**config.mk**
```make
export PLATFORM = sky130hd
export DESIGN_NAME = irq_timer_ctrl
export DESIGN_NICKNAME = d
export VERILOG_FILES = /design/src/rtl/irq_timer_ctrl.sv
export SDC_FILE = /design/constraint.sdc
export NUM_CORES = 1
export LEC_CHECK = 0
export CAP_MARGIN = 20
export CORE_ASPECT_RATIO = 0.8
export CORE_UTILIZATION = 50
export CTS_BUF_LIST = sky130_fd_sc_hd__clkbuf_8
export CTS_CLUSTER_DIAMETER = 50
export DETAILED_ROUTE_END_ITERATION = 10
export PLACE_DENSITY_LB_ADDON = 0.1
export SKIP_LAST_GASP = 1
export SLEW_MARGIN = 25
export SYNTH_ARGS = -nofsm -noshare
export SYNTH_HDL_FRONTEND = slang
export SYNTH_SLANG_ARGS = --single-unit
```
**constraint.sdc**
```tcl
create_clock -name clk -period 4.12 [get_ports clk]
set_input_delay 0.412 -clock clk [delete_from_list [all_inputs] [get_ports clk]]
set_output_delay 0.412 -clock clk [all_outputs]
set_load 0.005 [all_outputs]
```
**src/rtl/irq_timer_ctrl.sv**
```systemverilog
// Interrupt and timer unit for CP0: synchronises external request lines,
// latches level/edge requests, applies a mask, and runs a COUNT/COMPARE timer
// behind a small memory-mapped register file.
module irq_timer_ctrl #(
  parameter int unsigned          NUM_IRQ     = 6,
  parameter int unsigned          TIMER_W     = 32,
  parameter logic [NUM_IRQ-1:0]   EDGE_SEL    = '0,
  parameter int unsigned          SYNC_STAGES = 2
) (
  input  logic               clk,
  input  logic               rst,
  input  logic [NUM_IRQ-1:0] irq_in,
  input  logic               we,
  input  logic               re,
  input  logic [2:0]         addr,
  input  logic [31:0]        wdata,
  output logic [31:0]        rdata,
  output logic [NUM_IRQ-1:0] intr,
  output logic               timer_int,
  output logic               irq_any,
  output logic [4:0]         irq_id
);

  localparam int unsigned SRC_W = NUM_IRQ + 1;

  localparam logic [2:0] ADDR_PEND = 3'd0;
  localparam logic [2:0] ADDR_MASK = 3'd1;
  localparam logic [2:0] ADDR_CNT  = 3'd2;
  localparam logic [2:0] ADDR_CMP  = 3'd3;
  localparam logic [2:0] ADDR_CTRL = 3'd4;
  localparam logic [2:0] ADDR_ID   = 3'd5;

  logic [NUM_IRQ-1:0] sync_q [SYNC_STAGES];
  logic [NUM_IRQ-1:0] hist_q;
  logic [NUM_IRQ-1:0] sync_last;
  logic [NUM_IRQ-1:0] edge_det;

  logic [SRC_W-1:0]   pend_q, pend_d;
  logic [SRC_W-1:0]   mask_q, mask_d;
  logic [TIMER_W-1:0] count_q, count_d;
  logic [TIMER_W-1:0] compare_q, compare_d;
  logic [1:0]         ctrl_q, ctrl_d;
  logic [31:0]        rdata_q, rdata_d;

  logic               wr_pend, wr_mask, wr_cnt, wr_cmp, wr_ctrl;
  logic [SRC_W-1:0]   w1c;
  logic               timer_en, auto_reload, match;
  logic [SRC_W-1:0]   active;
  logic               id_valid;
  logic [4:0]         id_c;

  assign sync_last   = sync_q[SYNC_STAGES-1];
  assign edge_det    = sync_last & ~hist_q;
  assign timer_en    = ctrl_q[0];
  assign auto_reload = ctrl_q[1];
  assign match       = timer_en && (count_q == compare_q);

  assign wr_pend = we && (addr == ADDR_PEND);
  assign wr_mask = we && (addr == ADDR_MASK);
  assign wr_cnt  = we && (addr == ADDR_CNT);
  assign wr_cmp  = we && (addr == ADDR_CMP);
  assign wr_ctrl = we && (addr == ADDR_CTRL);
  assign w1c     = wr_pend ? wdata[SRC_W-1:0] : '0;

  assign intr      = pend_q[NUM_IRQ-1:0] & mask_q[NUM_IRQ-1:0];
  assign timer_int = pend_q[NUM_IRQ] & mask_q[NUM_IRQ];
  assign active    = {timer_int, intr};
  assign irq_any   = |active;
  assign irq_id    = id_c;
  assign rdata     = rdata_q;

  // Lowest active index wins; timer sits at index NUM_IRQ (lowest priority).
  always_comb begin
    id_c     = 5'd0;
    id_valid = 1'b0;
    for (int i = 0; i < int'(SRC_W); i++) begin
      if (active[i] && !id_valid) begin
        id_c     = 5'(i);
        id_valid = 1'b1;
      end
    end
  end

  // Next-state for pending, mask, timer and control registers.
  always_comb begin
    pend_d    = pend_q;
    mask_d    = mask_q;
    count_d   = count_q;
    compare_d = compare_q;
    ctrl_d    = ctrl_q;

    for (int i = 0; i < int'(NUM_IRQ); i++) begin
      if (EDGE_SEL[i]) begin
        // A new edge in the same cycle as W1C must not be lost.
        pend_d[i] = (pend_q[i] & ~w1c[i]) | edge_det[i];
      end else begin
        pend_d[i] = sync_last[i];
      end
    end

    pend_d[NUM_IRQ] = (pend_q[NUM_IRQ] & ~w1c[NUM_IRQ]) | match;
    if (wr_cmp) begin
      pend_d[NUM_IRQ] = 1'b0;
    end

    if (timer_en) begin
      count_d = (match && auto_reload) ? '0 : count_q + TIMER_W'(1);
    end
    if (wr_cnt)  count_d   = wdata[TIMER_W-1:0];
    if (wr_cmp)  compare_d = wdata[TIMER_W-1:0];
    if (wr_mask) mask_d    = wdata[SRC_W-1:0];
    if (wr_ctrl) ctrl_d    = wdata[1:0];
  end

  // Read mux sampled on re; registers are read before this cycle's write lands.
  always_comb begin
    rdata_d = rdata_q;
    if (re) begin
      case (addr)
        ADDR_PEND: rdata_d = 32'(pend_q);
        ADDR_MASK: rdata_d = 32'(mask_q);
        ADDR_CNT:  rdata_d = 32'(count_q);
        ADDR_CMP:  rdata_d = 32'(compare_q);
        ADDR_CTRL: rdata_d = 32'(ctrl_q);
        ADDR_ID:   rdata_d = {id_valid, 26'd0, id_c};
        default:   rdata_d = 32'd0;
      endcase
    end
  end

  // Input synchroniser chain plus edge-history flop.
  always_ff @(posedge clk) begin
    if (rst) begin
      for (int s = 0; s < int'(SYNC_STAGES); s++) sync_q[s] <= '0;
      hist_q <= '0;
    end else begin
      sync_q[0] <= irq_in;
      for (int s = 1; s < int'(SYNC_STAGES); s++) sync_q[s] <= sync_q[s-1];
      hist_q <= sync_last;
    end
  end

  // Register file state.
  always_ff @(posedge clk) begin
    if (rst) begin
      pend_q    <= '0;
      mask_q    <= '0;
      count_q   <= '0;
      compare_q <= '1;
      ctrl_q    <= '0;
      rdata_q   <= '0;
    end else begin
      pend_q    <= pend_d;
      mask_q    <= mask_d;
      count_q   <= count_d;
      compare_q <= compare_d;
      ctrl_q    <= ctrl_d;
      rdata_q   <= rdata_d;
    end
  end

endmodule

```
==> reports/results.ini <==
[synth]
synth_edf_count=0
yosys.area_share.simple_pct=29.5
synth_flop_cell=dfxtp_1
muxShareOfSynthArea_pct=3.76
synth-seq-area-share_pct=38.3
synth_area_sq_um=6480
synth.avg_cell_area_sq_um=8.03
synth_xor_area_share_pct=4.05
synth_warnings=0
synth_seq_cells=124
synth_top_family_by_area=simple AND/OR/NAND/NOR gates
synth-adder-area-share_pct=0.193
synthArstFlopShare_pct=0
syn_inst=807
synthDistinctLibCells=64
synth_compound_area_share_pct=18.5

[sta]
finalHoldViolCount=0
rsz0062_at_grt=no
fmax_ghz=0.347
whs_ns=0.438
fin_skew_ns=0.0125
worst_pin_slew_ns=0.807
fin_crit_ns=2.88
slew_viol_final=0
finalSetupTns_ns=0
worst_slew_margin_rel_pct=46.2
finalSetupViolCount=0
final.period_utilization_pct=69.9

[global_routing]
antenna_found_initial=0
grt_overflow_total=0
track_usage_pct=29.4
grt_pass1_vias=5514
grt_pass1_wl_mm=30.1
grt_max_degree=84

[setup_path]
max_stage_delay_ns=0.56
cpLargestDelayFamily=simple AND/OR/NAND/NOR gates
end_kind=register
cp.arrival_ns=3.20
crit_path_max_fanout=29
crit_slowest_cell=nand4_2
cp-start-kind=register
cp.required_ns=4.45
cp_cell_sequence=inv_1 -> a221o_1 -> nor4_1 -> nand4_2 -> buf_4 -> a32oi_1 -> o21ai_0
crit_buf_inv=2
crit_type=reg -> reg

[cts]
clock_latency_ns=0.44
clk_path_buf_depth=2
post_cts_resized=0
cts_root_buf=clkbuf_8
cts_buffers=17
cts_tree=yes
post_cts_buffers=0
ctsHoldBuffers=0
clock-sinks=124
clk_pin_slew_ns=0.08
h-tree-depth=4

[power]
p_per_area_nw_per_um2=355
leakage_uw=0.00284
peakVddDrop_mv=0.174

[finish]
syn_to_final_growth_pct=19.6
n_fill_cell=1083
antenna_cells=0
final_nets=900
final_area_sq_um=7760
drive_above_1_share_pct=7.04

[die]
io_pins=90
coreArea_sq_um=12400
die_w_um=129
rows=36
die_height_um=104
initial_core_util_pct=52.3
die_area_sq_um=13400

[place]
io_buffers=87
gp_congestion=0.867
dp_hpwl_mm=13.8
placed_cell_area_sq_um=7360

[status]
status=completed

[drt]
drc_errors=0
dr.pass1.iters=6
routedWlPerCell_um=18.6
totalWireLength_mm=19.3
num_vias=6129
vias_per_cell=5.90
antenna_left=0
dr.first_iter.drc_count=634

[hold_path]
hold_path_class=reg -> reg

[run]
drv_cap=0

cells by family after synthesis:
family,Yosys count
AND/OR/NAND/NOR,364
AO/OA/AOI/OAI,182
flip-flops,124
buffers and inverters,87
XOR/XNOR,30
multiplexers,18
adder cells (fa/ha/maj),1
other,1
cells in the mapped netlist (all sizes together), types with 2 or more instances:
library cell,instances,area (sq um)
o221ai,2,17.5
xnor2,27,236
nor2b,52,325
and3,4,25.0
o21a,3,22.5
nand4b,2,17.5
and4,2,17.5
clkbuf,56,213
a211o,2,17.5
a32oi,8,70.1
nor4b,2,17.5
a22o,25,219
nor2,90,338
nor4,23,193
a211oi,20,155
o32ai,2,17.5
a31oi,8,50.1
nand2b,6,37.5
nand4,10,68.8
nand2,93,349
o21ai,31,155
mux2i,12,120
dfxtp,124,2480
mux4,5,113
a21oi,61,305
and4b,3,30.0
buf,16,98.8
xor2,3,26.3
o31ai,2,15.0
a21boi,4,30.0
or3,4,25.0
nand3b,30,225
a22oi,2,15.0
inv,15,56.3
o21bai,3,22.5
and2,11,68.8
nor3,6,30.0
nand3,22,110
sequential cells by signal (all words and copies together), names as in the netlist:
register,cells
rdata,32
pend_q,7
compare_q,32
count_q,32
mask_q,7
sync_q,12
ctrl_q,2
report_power, final:
group | leakage (uW) | switching [uW] | internal [uW]
sequential | 0.00101 | 82.6 | 1250
combinational | 0.00163 | 164 | 163
clock | 0.000196 | 542 | 546
total | 0.00284 | 789 | 1960
layer usage:
layer | track usage [%] | part of all wire [%] | wire, um
met1 | 45.2 | 47 | 9170
met2 | 41.0 | 43 | 8240
met3 | 7.28 | 9.2 | 1790
met4 | 5.29 | 0.68 | 131
met5 | 0 | 0 | 0
layout by cell type (no fill, tap or decap), drive strengths merged, types with 5 or more instances in the layout:
cell           synthesis  layout
o21ai                 31      31
dfxtp                124     124
a21oi                 61      61
nor2                  90      90
mux2i                 12      12
nor2b                 52      52
nand3                 22      22
xnor2                 27      27
nand4                 10      10
nand2b                 6       6
a211oi                20      20
mux4                   5       5
a32oi                  8       8
a31oi                  8       8
nand2                 93      93
nor3                   6       6
inv                   15      22
nor4                  23      23
clkdlybuf4s50          0      86
a22o                  25      25
buf                   16      13
nand3b                30      30
and2                  11      11
clkbuf                56      17
layout make-up:
cell class | count | area [sq um] | area share (%)
clock buffer | 17 | 234 | 3.02
inverter | 15 | 56.3 | 0.726
timing repair buffer | 99 | 958 | 12.4
clock inverter | 15 | 161 | 2.08
multi-input combinational | 597 | 3650 | 47.1
sequential | 124 | 2480 | 32.0
tap | 171 | 214 | 2.76
stage by stage:
step | util (%) | cells | setup WS (ns) | power, uW
final | 62.6 | 1038 | 1.24 | 2750
after global routing | 62.6 | 1038 | 1.07 | 2860
after floorplan | - | 808 | 2.01 | 1540
after detailed placement | 59.4 | 1006 | 1.04 | 1680
after global placement | 59.3 | 1006 | 1.13 | 1670
after CTS | 62.6 | 1038 | 1.33 | 2750
final timing paths:
path | from | end | slack [ns] | cells past startpoint
min | sync_q[0][0] | sync_q[1][0] | 0.44 | 1
max | count_q[0] | count_q[8] | 1.24 | 7
min reg2reg | sync_q[0][0] | sync_q[1][0] | 0.44 | 1
max reg2reg | count_q[0] | count_q[8] | 1.24 | 7
worst register-to-register path, stage by stage, from the launching register on:
cell	delay [ns]
dfxtp_1	0.45
inv_1	0.15
a221o_1	0.34
nor4_1	0.51
nand4_2	0.56
buf_4	0.44
a32oi_1	0.22
o21ai_0	0.10
Note: power is estimated with default switching activity, not from simulation.
==> variant: new RTL, config.mk and constraints unchanged <==
`rdata_q` no longer has a reset.
--- a/src/rtl/irq_timer_ctrl.sv
+++ b/src/rtl/irq_timer_ctrl.sv
@@ -148,15 +148,17 @@
       count_q   <= '0;
       compare_q <= '1;
       ctrl_q    <= '0;
-      rdata_q   <= '0;
     end else begin
       pend_q    <= pend_d;
       mask_q    <= mask_d;
       count_q   <= count_d;
       compare_q <= compare_d;
       ctrl_q    <= ctrl_d;
-      rdata_q   <= rdata_d;
     end
+  end
+
+  always_ff @(posedge clk) begin
+    rdata_q <= rdata_d;
   end
 
 endmodule
Formal check against the unedited RTL: differs if rst is asserted again (counterexample within 4 cycles, from zero or initial values and one cycle with rst high); with rst held inactive, the same outputs for 4 cycles.
==> variant against the unedited design <==
Setup slack improved by 62 ps. Power is essentially flat. Area after synthesis decreased by 3.7%. Fmax up 2.2%. Sequential cell count unchanged. Final area decreased by 3.4%. Routed wire length fell by 16%.
==> variant: results (changes against the unedited design) <==
metric	value	unit	change
status	finished, final reports clean		
dp_hpwl	10920	um	-21%
leakagePower	2.889	nW	+1.8%
drive_above_1_share	8.011	%	+0.97 points
first_iter_violations	487		-23%
routed_via_density	5.816		-1.5%
grt_pass1_vias	4760		-14%
gr-usage-met1	35.68	%	-9.6 points
final_nets	782		-13%
synth.distinct_cells	53		-17%
dr.pass1.iters	5		-1
hold_slack	438.6	ps	+0.6500 ps
busiest_layer	met2		
grt_use_met3	6.073	%	-1.2 points
rrSetupSlack	1300	ps	+60 ps
cts_buffers	17		unchanged
slowest_stage	or4_1		
yosysSeqAreaShare	44.92	%	+6.6 points
fin_cells	901		-13%
grt_pass1_wl	25330	um	-16%
syn_avg_cell_area	9.176	um^2	+14%
cts-root-buf	clkbuf_8		
slowest_delay	840	ps	+280 ps
place_congestion	0.8952		+3.2%
grtUsageMet2	39.98	%	-0.99 points
period_share	68.39	%	-1.5 points
antenna_found_initial	0		unchanged
post_dp_cell_area	7082	um^2	-3.8%
cts_setup_buffers	0		unchanged
synth.area.top_cells	dfxtp_1 (30%), edfxtp_1 (15%), xor2_1 (5.9%)		
totalWireLength	16150	um	-16%
r2r-end	count_q[21]		
dp_slack	1041	ps	+2.430 ps
dp_cells	869		-14%
path_clk_slew	80	ps	about the same
crit_path_max_fanout	18		-38%
synth_common_cells	nand2_1 (97), dfxtp_1 (92), xor2_1 (42), a21oi_1 (39), clkbuf_1 (36)		
r2r-start	count_q[29]		
synth_edf_count	32		+32
worst_ir_drop_vdd	217.4	uV	+25%
worst_pin_slew	914.2	ps	+106.8 ps
rr_worst_depth	6		-1
start_kind	register		
grt_max_degree	47		-44%
crit_end	count_q[21]		
grtUsageTotal	25.79	%	-3.6 points
variant: cell types whose count changed after synthesis, moves of 12 or more:
cell,delta
a211oi_1,-16
a21oi_1,-22
and3_1,+17
clkbuf_1,-18
dfxtp_1,-32
edfxtp_1,+32
nor2_1,-57
nor2b_1,-34
o21ai_0,-18
o22ai_1,+12
xnor2_1,-13
xor2_1,+39
variant: worst min-delay path by stage:
stage	end	start	cells after the start
CTS	mask_q[3]	rst	2
finish	sync_q[1][0]	sync_q[0][0]	1
detailed placement	sync_q[1][0]	sync_q[0][0]	1
global placement	sync_q[1][0]	sync_q[0][0]	1
global route	sync_q[1][0]	sync_q[0][0]	1
floorplan	pend_q[0]	sync_q[1][0]	1
variant: area by class of cell:
class                           count  area [um^2]
Inverter                           12        45.04
Fill cell                        1034         4669
Multi-Input combinational cell    482         3088
Timing Repair Buffer               99        955.9
Clock buffer                       17        234.0
Sequential cell                   124         2803
Tap cell                          152        190.2
Clock inverter                     15        176.4
variant: per-layer routing:
layer | vias up | wire [um]
met5 | - | 0
met2 | 195 | 7320
met1 | 2510 | 7550
met4 | 0 | 264
li1 | 2508 | -
met3 | 27 | 1018
variant: logic make-up after synthesis:
| group | share of synthesized area, % |
|---|---|
| DFF | 44.92 |
| AOI/OAI and AO/OA | 11.51 |
| adders and majority gates | 0.2005 |
| muxes | 3.950 |
| other | 0.06010 |
| buffers and inverters | 5.895 |
| and+or+nand+nor | 25.61 |
| xor gates and xnor gates | 7.860 |
variant: power breakdown:
part | internal [mW] | total, mW | switching, mW
Clock | 0.560 | 1.12 | 0.557
Combinational | 0.146 | 0.277 | 0.131
Sequential | 1.30 | 1.35 | 0.0503
